**config.mk**
```make
export PLATFORM = sky130hd
export DESIGN_NAME = mem_bus_tester_flat
export DESIGN_NICKNAME = d
export VERILOG_FILES = /design/src/rtl/mem_bus_tester_pkg.sv /design/src/rtl/mem_pkg.sv /design/src/rtl/mem_bus.sv /design/src/rtl/mem_bus_timeout.sv /design/src/rtl/mem_bus_tester.sv /design/src/flat_wrapper.sv
export SDC_FILE = /design/constraint.sdc
export NUM_CORES = 1
export LEC_CHECK = 0
export CAP_MARGIN = 20
export CORE_MARGIN = 5
export CORE_UTILIZATION = 45
export CTS_CLUSTER_DIAMETER = 80
export DETAILED_ROUTE_END_ITERATION = 6
export PLACE_DENSITY = 0.82
export SLEW_MARGIN = 20
export SYNTH_ARGS = -nofsm -noshare
export SYNTH_HDL_FRONTEND = slang
export SYNTH_SLANG_ARGS = --single-unit
```
**constraint.sdc**
```tcl
create_clock -name clk -period 3.4 [get_ports clk]
set_clock_uncertainty 0.2 [all_clocks]
set_input_delay 0.34 -clock clk [delete_from_list [all_inputs] [get_ports clk]]
set_output_delay 0.34 -clock clk [all_outputs]
set_load 0.01 [all_outputs]
```
**src/rtl/mem_bus_tester_pkg.sv**
```systemverilog
// Local state encodings for the march-test initiator.
// pass_t is the test pass, sub_t the per-request substate.
package mem_bus_tester_pkg;

    typedef enum logic [2:0] {
        IDLE,
        W_UP,
        R_UP,
        W_DN,
        R_DN,
        DONE
    } pass_t;

    typedef enum logic {
        ISSUE,
        WAIT
    } sub_t;

endpackage

```
**src/rtl/mem_pkg.sv**
```systemverilog
// Shared MemBus package: request opcodes and default bus widths.
// Used by the tester and by the Mem and Cache responders.
package MemPkg;

    localparam int ADDR_WIDTH = 6;
    localparam int DATA_WIDTH = 8;

    typedef enum logic [1:0] {
        NOP   = 2'b00,
        READ  = 2'b01,
        WRITE = 2'b10
    } op_t;

endpackage

```
**src/rtl/mem_bus.sv**
```systemverilog
// MemBus: single-outstanding request/response bus.
// tx_bp drives requests and takes responses; rx_bp is the responder side.
interface MemBus #(
    parameter int ADDR_WIDTH = MemPkg::ADDR_WIDTH,
    parameter int DATA_WIDTH = MemPkg::DATA_WIDTH
);

    MemPkg::op_t           req_op;
    logic [ADDR_WIDTH-1:0] req_addr;
    logic [DATA_WIDTH-1:0] req_data;
    logic                  rsp_vld;
    logic [DATA_WIDTH-1:0] rsp_data;

    modport tx_bp (
        output req_op,
        output req_addr,
        output req_data,
        input  rsp_vld,
        input  rsp_data
    );

    modport rx_bp (
        input  req_op,
        input  req_addr,
        input  req_data,
        output rsp_vld,
        output rsp_data
    );

endinterface

```
**src/rtl/mem_bus_timeout.sv**
```systemverilog
// Loadable 16-bit up-counter used as the response watchdog.
// Ports: clk, rst, clear, load/load_val, en; expired when count == LIMIT.
module mem_bus_timeout #(
    parameter int unsigned LIMIT = 255
) (
    input  logic        clk,
    input  logic        rst,
    input  logic        clear,
    input  logic        load,
    input  logic [15:0] load_val,
    input  logic        en,
    output logic        expired
);

    logic [15:0] count;

    always_ff @(posedge clk or posedge rst) begin
        if (rst) begin
            count <= '0;
        end else if (clear) begin
            count <= '0;
        end else if (load) begin
            count <= load_val;
        end else if (en) begin
            count <= count + 16'd1;
        end
    end

    assign expired = (count == 16'(LIMIT));

endmodule

```
**src/rtl/mem_bus_tester.sv**
```systemverilog
// Four-pass march tester driving a MemBus responder; counts read errors and timeouts.
// Ports: clk, rst, start, bp (MemBus.tx_bp), busy, done, pass, err_count, err_addr.
module mem_bus_tester #(
    parameter int          ADDR_WIDTH = MemPkg::ADDR_WIDTH,
    parameter int          DATA_WIDTH = MemPkg::DATA_WIDTH,
    parameter int unsigned SEED       = 32'h5A,
    parameter int unsigned TIMEOUT    = 255
) (
    input  logic                  clk,
    input  logic                  rst,
    input  logic                  start,
    MemBus.tx_bp                  bp,
    output logic                  busy,
    output logic                  done,
    output logic                  pass,
    output logic [15:0]           err_count,
    output logic [ADDR_WIDTH-1:0] err_addr
);

    import MemPkg::*;
    import mem_bus_tester_pkg::*;

    function automatic logic [DATA_WIDTH-1:0] pat(input logic [ADDR_WIDTH-1:0] a);
        return DATA_WIDTH'(a) ^ DATA_WIDTH'(SEED);
    endfunction

    pass_t                 phase, phase_n;
    sub_t                  sub, sub_n;
    logic [ADDR_WIDTH-1:0] addr, addr_n;
    op_t                   op_q, op_n;
    logic [DATA_WIDTH-1:0] data_q, data_n;
    logic [15:0]           err_n;
    logic [ADDR_WIDTH-1:0] eaddr_n;
    logic                  busy_n, done_n, pass_n;

    logic                  running, waiting, got, tmo, err_hit;
    logic                  is_read, is_down, last, expired;
    logic [DATA_WIDTH-1:0] expect_d;

    assign running = (phase != IDLE) && (phase != DONE);
    assign waiting = running && (sub == WAIT);
    assign is_read = (phase == R_UP) || (phase == R_DN);
    assign is_down = (phase == W_DN) || (phase == R_DN);
    assign expect_d = is_down ? ~pat(addr) : pat(addr);
    assign last = is_down ? (addr == '0) : (addr == '1);

    // A late response is taken as an answer only while waiting.
    assign got = waiting && bp.rsp_vld;
    assign tmo = waiting && !bp.rsp_vld && expired;
    assign err_hit = (got && is_read && (bp.rsp_data != expect_d)) || tmo;

    mem_bus_timeout #(
        .LIMIT(TIMEOUT)
    ) u_timeout (
        .clk     (clk),
        .rst     (rst),
        .clear   (!waiting),
        .load    (1'b0),
        .load_val(16'd0),
        .en      (waiting),
        .expired (expired)
    );

    always_comb begin
        phase_n = phase;
        sub_n   = sub;
        addr_n  = addr;
        err_n   = err_count;
        eaddr_n = err_addr;

        if (start && !running) begin
            phase_n = W_UP;
            sub_n   = ISSUE;
            addr_n  = '0;
            err_n   = '0;
            eaddr_n = '0;
        end else if (running) begin
            if (sub == ISSUE) begin
                sub_n = WAIT;
            end else if (got || tmo) begin
                sub_n = ISSUE;
                if (last) begin
                    unique case (phase)
                        W_UP: begin
                            phase_n = R_UP;
                            addr_n  = '0;
                        end
                        R_UP: begin
                            phase_n = W_DN;
                            addr_n  = '1;
                        end
                        W_DN: begin
                            phase_n = R_DN;
                            addr_n  = '1;
                        end
                        R_DN: phase_n = DONE;
                        default: phase_n = phase;
                    endcase
                end else begin
                    addr_n = is_down ? addr - 1'b1 : addr + 1'b1;
                end
            end
            if (err_hit) begin
                if (err_count == '0) begin
                    eaddr_n = addr;
                end
                if (err_count != 16'hFFFF) begin
                    err_n = err_count + 16'd1;
                end
            end
        end

        op_n   = NOP;
        data_n = '0;
        if (sub_n == ISSUE) begin
            unique case (phase_n)
                W_UP: begin
                    op_n   = WRITE;
                    data_n = pat(addr_n);
                end
                R_UP: op_n = READ;
                W_DN: begin
                    op_n   = WRITE;
                    data_n = ~pat(addr_n);
                end
                R_DN: op_n = READ;
                default: op_n = NOP;
            endcase
        end

        busy_n = (phase_n != IDLE) && (phase_n != DONE);
        done_n = (phase_n == DONE);
        pass_n = done_n && (err_n == '0);
    end

    always_ff @(posedge clk or posedge rst) begin
        if (rst) begin
            phase     <= IDLE;
            sub       <= ISSUE;
            addr      <= '0;
            op_q      <= NOP;
            data_q    <= '0;
            busy      <= 1'b0;
            done      <= 1'b0;
            pass      <= 1'b0;
            err_count <= '0;
            err_addr  <= '0;
        end else begin
            phase     <= phase_n;
            sub       <= sub_n;
            addr      <= addr_n;
            op_q      <= op_n;
            data_q    <= data_n;
            busy      <= busy_n;
            done      <= done_n;
            pass      <= pass_n;
            err_count <= err_n;
            err_addr  <= eaddr_n;
        end
    end

    assign bp.req_op   = op_q;
    assign bp.req_addr = addr;
    assign bp.req_data = data_q;

endmodule

```
**src/flat_wrapper.sv**
```systemverilog
// flat-port wrapper written by rule: the top's interface ports become plain ports
module mem_bus_tester_flat import MemPkg::*; import mem_bus_tester_pkg::*;
#(
    parameter int          ADDR_WIDTH = MemPkg::ADDR_WIDTH,
    parameter int          DATA_WIDTH = MemPkg::DATA_WIDTH,
    parameter int unsigned SEED       = 32'h5A,
    parameter int unsigned TIMEOUT    = 255
)
  (clk, rst, start, busy, done, pass, err_count, err_addr, bp_req_op, bp_req_addr, bp_req_data, bp_rsp_vld, bp_rsp_data);
  MemBus #(.ADDR_WIDTH(ADDR_WIDTH), .DATA_WIDTH(DATA_WIDTH)) bp_i ();
  input  logic clk;
  input  logic rst;
  input  logic start;
  output logic busy;
  output logic done;
  output logic pass;
  output logic [15:0] err_count;
  output logic [ADDR_WIDTH-1:0] err_addr;
  output wire logic [$bits(bp_i.req_op)-1:0] bp_req_op;
  output wire logic [$bits(bp_i.req_addr)-1:0] bp_req_addr;
  output wire logic [$bits(bp_i.req_data)-1:0] bp_req_data;
  input wire logic [$bits(bp_i.rsp_vld)-1:0] bp_rsp_vld;
  input wire logic [$bits(bp_i.rsp_data)-1:0] bp_rsp_data;
  assign bp_req_op = bp_i.req_op;
  assign bp_req_addr = bp_i.req_addr;
  assign bp_req_data = bp_i.req_data;
  assign bp_i.rsp_vld = bp_rsp_vld;
  assign bp_i.rsp_data = bp_rsp_data;
  mem_bus_tester #(.ADDR_WIDTH(ADDR_WIDTH), .DATA_WIDTH(DATA_WIDTH), .SEED(SEED), .TIMEOUT(TIMEOUT)) u_core (.clk(clk), .rst(rst), .start(start), .bp(bp_i), .busy(busy), .done(done), .pass(pass), .err_count(err_count), .err_addr(err_addr));
endmodule
```
==> results of run 1 <==
## through the flow
stage,setup slack [ns],instances,hold slack [ns],power [uW],instance area [um2]
after detailed placement,0.119,536,0.262,2090,4290
after CTS,0.0990,552,0.106,2750,4490
final,0.195,552,0.0947,2760,4500
after global placement,0.285,536,0.239,2070,4290
after global routing,0.0392,552,0.137,2930,4500
after floorplan,0.0992,377,0.224,1680,3560
## kinds of logic (layout without fill, tap and decap cells)
kind of cell / after synthesis / count (layout) / share of synthesized area, %
compound gates: 65 / 65 / 12.9
xor+xnor: 34 / 34 / 8.56
fa+ha+maj: 10 / 10 / 3.72
buf+inv: 30 / 103 / 3.51
flops: 61 / 61 / 42.8
mux: 9 / 9 / 2.53
simple gates: 168 / 168 / 26.0
## synthesized netlist by cell type, types with 2 or more instances
cell type / instances
a211o_1: 2
a211oi_1: 2
a21o_1: 2
a21oi_1: 18
a31o_2: 2
a31oi_1: 4
and2_1: 4
and3_1: 8
and4bb_1: 2
clkbuf_1: 13
dfrtp_1: 61
ha_1: 9
inv_1: 15
mux2i_1: 9
nand2_1: 30
nand2b_1: 9
nand3_1: 10
nand4_1: 12
nand4b_1: 2
nor2_1: 48
nor2b_1: 5
nor3_1: 9
nor3_2: 2
nor4_1: 5
o21ai_0: 12
o21ai_1: 2
o221a_2: 2
o22ai_1: 4
o31ai_1: 2
o41a_1: 2
or2_2: 2
or3_1: 5
or4_1: 2
xnor2_1: 10
xor2_1: 23
## repair_timing
action / CTS / global route
hold buffers: 0 / 0
endpoints found under the setup margin: 0 / 2
hold endpoints to repair: 0 / 0
resized for setup: 0 / 2
## critical path: cells and delay by family, from the launching register on
| family | cells | cell delay, ns |
|---|---|---|
| AND/OR/NAND/NOR | 7 | 1.37 |
| flip-flops | 1 | 0.41 |
| adder cells (fa/ha/maj) | 1 | 0.37 |
| AO/OA/AOI/OAI | 2 | 0.34 |
| XOR/XNOR | 1 | 0.15 |
| multiplexers | 1 | 0.15 |
| buffers and inverters | 1 | 0.14 |
## power groups by stage
| stage | Sequential (uW) | Clock (uW) | Combinational [uW] |
|---|---|---|---|
| floorplan | 958 | 0 | 724 |
| global placement | 921 | 0 | 1150 |
| detailed placement | 925 | 0 | 1170 |
| CTS | 914 | 651 | 1190 |
| global route | 930 | 681 | 1320 |
| finish | 916 | 639 | 1200 |
## cell type report
class / instances / area, um2
tap: 102 / 128
inverter: 15 / 56.3
timing repair buffer: 72 / 671
multi-input combinational: 286 / 1920
clock buffer: 11 / 141
fill: 646 / 3230
sequential: 61 / 1530
clock inverter: 5 / 50.0
## final timing paths
| path | to | cells past startpoint |
|---|---|---|
| setup / recovery | u_core.pass$_DFF_PP0_ | 13 |
| hold / removal | u_core.err_count[13]$_DFF_PP0_ | 2 |
| setup reg to reg | u_core.pass$_DFF_PP0_ | 13 |
| hold reg to reg | u_core.u_timeout.count[0]$_DFF_PP0_ | 1 |
| max in group asynchronous | u_core.bp.req_op[1]$_DFF_PP0_ | 3 |
| min in group clk | u_core.u_timeout.count[0]$_DFF_PP0_ | 1 |
## layer usage
metal / routed length, um / up-vias / track usage [%]
li1: - / 1470 / -
met1: 3860 / 1468 / 24.0
met2: 4130 / 104 / 29.2
met3: 505 / 19 / 3.82
met4: 204 / 0 / 7.46
met5: 0 / - / 0
## flip-flops by register name (all words and copies together) (netlist names)
| register | flops |
|---|---|
| u_core.bp.req_addr | 6 |
| u_core.bp.req_data | 8 |
| u_core.bp.req_op | 2 |
| u_core.busy | 1 |
| u_core.done | 1 |
| u_core.err_addr | 6 |
| u_core.err_count | 16 |
| u_core.pass | 1 |
| u_core.phase | 3 |
| u_core.sub | 1 |
| u_core.u_timeout.count | 16 |
## layout by cell type (no fill, tap or decap), drive strengths merged, types with 10 or more instances in the layout
master,netlist,routed
dfrtp,61,61
clkdlybuf4s50,0,52
nor2,49,49
nand2,30,30
xor2,24,24
buf,2,20
a21oi,19,19
inv,15,15
nand4,14,14
o21ai,14,14
clkbuf,13,11
nor3,11,11
nand3,10,10
xnor2,10,10
==> results.yml, run 1 <==
yosys:
  syn_area_um2: 3560
  synth_top_cells_by_area: "dfrtp_1 43%, xor2_1 5.7%, nor2_1 5.1%"
  syn_nets: 399
  ys.flop_type: "dfrtp_1"
  synth-seq-area-share_pct: 42.8
  synth_top_area_share_pct: 42.8
  yosysUniqueCellTypes: 63
  synth-edff-count: 0
  synthCells: 377
  ys_seq_elements: 61
  synth_top_area_cell: "dfrtp_1"
  synth_warnings: 0
  synth.avg_cell_area_um2: 9.46
  async_flop_share_pct: 100
clock_tree:
  cts_tree: "done"
  cts_buffer_depth: 2
  clock-sinks: 61
  cts.htree.levels: 3
  path_clk_slew_ns: 0.07
  postCtsSetupBuffers: 0
  root_buffer: "clkbuf_8"
  clk_latency_ns: 0.34
  cts_buffers: 9
status:
  status: "finished clean"
floorplan:
  die_x_um: 99
  die_h_um: 99
  initial_core_util_pct: 46.1
  pin_count: 53
  dieArea_um2: 9800
  fp-row-count: 32
  core_um2: 7730
power_and_ir_drop:
  internal-power_uw: 1740
  swShare_pct: 36.8
  leakagePower_uw: 0.00208
  p_seq_share_pct: 33.2
  comb_power_share_pct: 43.6
  netSwitchingPower_uw: 1010
  peakVddDrop_uv: 459
  p_per_area_nw_per_um2: 613
  power.share.clock_pct: 23.2
critical_path:
  worstPathRequired_ns: 3.48
  r2r_slack_ns: 0.20
  start_kind: "register"
  critical_path.startpoint: "u_core.phase[0]$_DFF_PP0_"
  path_cells: "and3b_1 -> nor2_1 -> inv_1 -> ha_1 -> xnor2_1 -> nand4_1 -> a21oi_2 -> a31oi_4 -> nand3_1 -> mux2i_1 -> nand4b_1 -> nor4_1 -> and4bb_1"
  r2r-start: "u_core.phase[0]$_DFF_PP0_"
  crit_arrival_ns: 3.28
  crit_type: "register to register"
  max_stage_delay_ns: 0.41
  end_kind: "register"
  cp_max_fo: 10
  slowest_stage: "dfrtp_1"
timing:
  hold_violations: 0
  slew_violations: 0
  fin_crit_sh_pct: 94.3
  slew_headroom_pct: 65.9
  min_period_ns: 3.20
  tns_ns: 0
  rsz0062_at_grt: "no"
  finalSetupViolCount: 0
  fmax_ghz: 0.312
  worst_pin_slew_ns: 0.510
grt:
  grt_max_degree: 26
  overflow: 0
  grt_pass1_vias: 3082
  grt_pass1_wl_um: 14600
  track_usage_pct: 18.2
  antenna_found_initial: 0
hold_path:
  hold_class: "primary input to async pin"
final_layout:
  synthToLayoutAreaGrowth_pct: 26.1
  diodes: 0
  fin_nets: 467
  drive_gt1_share_pct: 12.9
  post-route-util_pct: 58.2
drt:
  ant_nets: 0
  drc: 0
  dr_total_vias: 3061
  wl_um: 8690
  via_per_inst: 5.55
  drtIter0Drc: 173
  wl_per_cell_um: 15.8
  dr.pass1.iters: 5
placement:
  portBuffers: 52
  hpwl_um: 6430
  routabilityCongestion: 0.909
run:
  max_cap_violations: 0
(Power assumes the default switching activity.)
==> run 2, diff against run 1 <==
GPL_ROUTABILITY_DRIVEN = 0   (was unset)
PLACE_DENSITY = 0.79   (was 0.82)
clock period = 3.3 ns   (was 3.4 ns; I/O delays follow)
==> run 2 against run 1 <==
Worst hold slack better by 0.13 ns. Die area is the same. Via count rose by 0.88%. Total power is 5.7% higher. Final cell count is 1.4% higher. Critical path type unchanged. Sequential share of layout area is 0.99 points lower. Critical path depth up 1. Fmax shrank 1.6%. Sequential power rose by 4.1%. Critical endpoint unchanged.
==> results.yml, run 2 (synthesis gave the netlist of run 1 again) <==
critical_path:
  cp_max_fo: 6
  crit_arrival_ns: 3.29
  worstPathRequired_ns: 3.34
  r2r-start: "u_core.phase[1]$_DFF_PP0_"
  critical_path.startpoint: "u_core.phase[1]$_DFF_PP0_"
  path_cells: "and3b_2 -> nor2_4 -> inv_4 -> ha_1 -> xor2_1 -> nand4_1 -> a21oi_4 -> a31oi_4 -> buf_4 -> nor3b_4 -> a31o_1 -> o22ai_1 -> nor4_1 -> and4bb_1"
  path_delay_family: "simple AND/OR/NAND/NOR gates"
  max_stage_delay_ns: 0.43
  slowest_stage: "dfrtp_1"
  end_kind: "register"
  start_kind: "register"
  crit_type: "register to register"
  worst-path-buf-inv: 2
hold_path:
  hold_class: "primary input to async pin"
drt:
  dr_total_vias: 3088
  drc: 0
  wl_um: 9100
  dr.pass1.iters: 5
  ant_nets: 0
  wl_per_cell_um: 16.3
  drtIter0Drc: 207
  via_per_inst: 5.51
power_and_ir_drop:
  power.share.clock_pct: 24.2
  netSwitchingPower_uw: 1060
  p_seq_share_pct: 32.7
  p_total_uw: 2910
  internal-power_uw: 1850
  comb_power_share_pct: 43.1
  leakagePower_uw: 0.00212
  swShare_pct: 36.3
  p_per_area_nw_per_um2: 629
  peakVddDrop_uv: 478
clock_tree:
  clock-sinks: 61
  cts_buffers: 9
  clk_latency_ns: 0.35
  cts_buffer_depth: 2
  root_buffer: "clkbuf_8"
  cts.htree.levels: 3
  path_clk_slew_ns: 0.07
  cts_tree: "done"
  cts_hold_buffers: 0
run:
  max_cap_violations: 0
placement:
  place_ws_ns: 0.0846
  hpwl_um: 6410
  dpl.cell_count: 535
  portBuffers: 52
floorplan:
  die_x_um: 99
  dieArea_um2: 9800
  pin_count: 53
  die_h_um: 99
  initial_core_util_pct: 46.1
  core_um2: 7730
  fp-row-count: 32
timing:
  slew_violations: 0
  fin_crit_sh_pct: 98.7
  slew_headroom_pct: 52.1
  setup_ws_ns: 0.0445
  worst_pin_slew_ns: 0.718
  min_period_ns: 3.26
  fmax_ghz: 0.307
  hold_violations: 0
  finalSetupViolCount: 0
grt:
  grt_pass1_wl_um: 14400
  overflow: 0
  track_usage_pct: 18.3
  grt_max_degree: 37
  antenna_found_initial: 0
  grt_pass1_vias: 2983
final_layout:
  final_common_cell: "dfrtp_1"
  drive_gt1_share_pct: 15.7
  fin_nets: 475
  fin_cells: 560
  synthToLayoutAreaGrowth_pct: 29.9
  diodes: 0
  final_cell_mix: "61 x dfrtp_1, 52 x clkdlybuf4s50_1, 46 x nor2_1"
status:
  status: "finished clean"
[run 2: through the flow]
stage          TNS [ns]  hold slack [ns]  cell area, um2  utilization (%)
5_1_grt         -0.0504            0.286            4630             59.9
4_1_cts               0            0.245            4510             58.4
6_report              0            0.221            4630             59.9
3_3_place_gp          0            0.236            4300             55.7
2_1_floorplan         0            0.224            3570                -
3_5_place_dp          0            0.255            4300             55.7
[run 2: final cells by class]
type / count / area (um2)
Tap cell: 102 / 128
Fill cell: 633 / 3100
Sequential cell: 61 / 1530
Multi-Input combinational cell: 287 / 1970
Timing Repair Buffer: 79 / 733
Clock buffer: 13 / 169
Inverter: 15 / 58.8
Clock inverter: 3 / 42.5
[run 2: final timing paths]
check / end / slack, ns / cells after the start
min in group clk: u_core.u_timeout.count[0]$_DFF_PP0_ / 0.26 / 1
hold reg to reg: u_core.u_timeout.count[0]$_DFF_PP0_ / 0.26 / 1
setup reg to reg: u_core.pass$_DFF_PP0_ / 0.04 / 14
max in group asynchronous: u_core.bp.req_addr[5]$_DFF_PP0_ / 1.87 / 3
setup / recovery: u_core.pass$_DFF_PP0_ / 0.04 / 14
hold / removal: u_core.u_timeout.count[5]$_DFF_PP0_ / 0.22 / 2
[run 2: layer usage]
layer	global-route usage [%]	share of wire, %
met1	22.7	43
met2	29.5	47
met3	5.38	7.7
met4	8.40	2.4
met5	0	0
[run 2: power groups by stage]
stage / logic, uW / registers (uW) / clock network, uW
after floorplan: 747 / 987 / 0
after global placement: 1180 / 956 / 0
after detailed placement: 1210 / 962 / 0
after CTS: 1230 / 949 / 715
after global routing: 1400 / 966 / 754
final: 1250 / 954 / 704
[run 2: timing repair]
| item | 4_1_cts | 5_1_grt |
|---|---|---|
| setup endpoints to repair | 0 | 7 |
| gates resized for setup | 0 | 11 |
| buffers inserted | 0 | 8 |
==> run 3, diff against run 2 <==
CAP_MARGIN = 25   (was 20)
SLEW_MARGIN = 5   (was 20)
clock period = 3.12 ns   (was 3.3 ns; I/O delays follow)
==> run 3 against run 2 <==
Count of clock-buffer cells in the layout shrank 1. Die area is the same. The flow now finishes with violations (setup timing). Global-route usage grew 0.87 points. Combinational power grew 11%. Critical path type unchanged.
==> results.yml, run 3 (synthesis gave the netlist of run 1 again) <==
timing:
  setup_ws_ns: -0.0271
  min_period_ns: 3.15
  worst_pin_slew_ns: 0.604
  rsz0062_at_grt: "yes"
  fmax_ghz: 0.318
  hold_violations: 0
  slew_headroom_pct: 59.7
  finalSetupViolCount: 1
  slew_violations: 0
  fin_crit_sh_pct: 101
  whs_ns: 0.168
critical_path:
  path_delay_family: "simple AND/OR/NAND/NOR gates"
  worst-path-buf-inv: 2
  worstPathRequired_ns: 3.19
  cp_max_fo: 5
  max_stage_delay_ns: 0.44
  slowest_stage: "dfrtp_2"
  crit_type: "register to register"
  crit_arrival_ns: 3.21
  end_kind: "register"
  start_kind: "register"
  path_cells: "and3b_2 -> nor2_4 -> inv_4 -> ha_1 -> xor2_1 -> nand4_1 -> a21oi_2 -> a31oi_4 -> buf_6 -> nand4_1 -> xor2_1 -> a21oi_1 -> nor4_1 -> and4bb_1"
power_and_ir_drop:
  leakagePower_uw: 0.00214
  swShare_pct: 37.3
  p_per_area_nw_per_um2: 639
  netSwitchingPower_uw: 1120
  power.share.clock_pct: 20.6
  p_seq_share_pct: 33.3
  comb_power_share_pct: 46.1
  peakVddDrop_uv: 480
  p_total_uw: 3010
  internal-power_uw: 1890
clock_tree:
  cts.htree.levels: 3
  root_buffer: "clkbuf_8"
  clock-sinks: 61
  cts_buffers: 9
  clk_latency_ns: 0.34
  cts_tree: "done"
  cts_buffer_depth: 2
  path_clk_slew_ns: 0.07
grt:
  grt_max_degree: 36
  overflow: 0
  grt_pass1_wl_um: 15200
  track_usage_pct: 19.2
  grt_pass1_vias: 3083
  antenna_found_initial: 0
placement:
  portBuffers: 52
  hpwl_um: 6480
  place_ws_ns: -0.0783
final_layout:
  drive_gt1_share_pct: 18.1
  diodes: 0
  n_fill_cell: 614
  post-route-util_pct: 60.9
  final_cell_mix: "59 x dfrtp_1, 52 x clkdlybuf4s50_1, 47 x nor2_1"
  fin_nets: 482
  synthToLayoutAreaGrowth_pct: 32.0
  final_common_cell: "dfrtp_1"
floorplan:
  die_h_um: 99
  core_um2: 7730
  initial_core_util_pct: 46.1
  die_x_um: 99
  pin_count: 53
  fp-row-count: 32
  dieArea_um2: 9800
drt:
  dr.pass1.iters: 5
  drc: 0
  wl_um: 9120
  ant_nets: 0
  via_per_inst: 5.63
  wl_per_cell_um: 16.1
  drtIter0Drc: 214
  dr_total_vias: 3182
status:
  violations: "setup timing"
  status: "finished, violations left"
hold_path:
  hold_class: "primary input to async pin"
run:
  max_cap_violations: 0
## run 3: stage by stage
step | instance area [um2] | cells | TNS (ns)
detailed placement | 4350 | 538 | -0.0783
finish | 4710 | 565 | -0.0271
global placement | 4350 | 538 | 0
floorplan | 3590 | 377 | 0
CTS | 4630 | 563 | 0
global route | 4710 | 565 | -0.146
## run 3: metal layers
layer	share of wire (%)	vias up	wire length (um)	GRT usage (%)
met5	0	-	0	0
met4	1.7	0	159	7.67
met3	7.0	17	635	4.53
met2	49	123	4460	31.7
met1	42	1550	3870	24.3
li1	-	1492	-	-
## run 3: cell type report
cell class / count / area, um2 / area share [%]
multi-input cells: 286 / 2020 / 42.8
flip-flops and latches: 61 / 1530 / 32.5
repair buffers: 87 / 811 / 17.2
clock buffers: 12 / 155 / 3.30
well taps: 102 / 128 / 2.71
inverters: 15 / 58.8 / 1.25
clock inverters: 2 / 10.0 / 0.213
## run 3: power groups by stage
stage          registers [uW]  clock network [uW]  logic [uW]
6_report                 1000                 619        1390
5_1_grt                  1020                 668        1520
4_1_cts                   999                 627        1360
3_5_place_dp             1010                   0        1310
3_3_place_gp             1000                   0        1280
2_1_floorplan            1050                   0         807
## run 3: path summary, 6_finish.rpt
path                       slack [ns]                                   to  depth (start not counted)                                 from
setup / recovery                -0.03                u_core.pass$_DFF_PP0_                         14            u_core.phase[0]$_DFF_PP0_
hold / removal                   0.17        u_core.err_count[1]$_DFF_PP0_                          2                                  rst
setup reg to reg                -0.03                u_core.pass$_DFF_PP0_                         14            u_core.phase[0]$_DFF_PP0_
hold reg to reg                  0.26  u_core.u_timeout.count[0]$_DFF_PP0_                          1  u_core.u_timeout.count[0]$_DFF_PP0_
max in group asynchronous        1.95            u_core.phase[2]$_DFF_PP0_                          3                                  rst
min in group clk                 0.26  u_core.u_timeout.count[0]$_DFF_PP0_                          1  u_core.u_timeout.count[0]$_DFF_PP0_
## run 3: worst register-to-register path: cells and delay by family (launching register included)
family	cells	cell delay (ns)
compound gates	3	0.40
xor+xnor	2	0.40
fa+ha+maj	1	0.29
buf+inv	2	0.22
flops	1	0.44
simple gates	6	1.14
## run 3: repair_timing
| action | 4_1_cts | 5_1_grt |
|---|---|---|
| cloned | 0 | 0 |
| hold buffers | 0 | 0 |
| setup endpoints to repair | 1 | 7 |
| pin swaps | 9 | 8 |
| resized for setup | 5 | 12 |
| setup buffers | 11 | 2 |
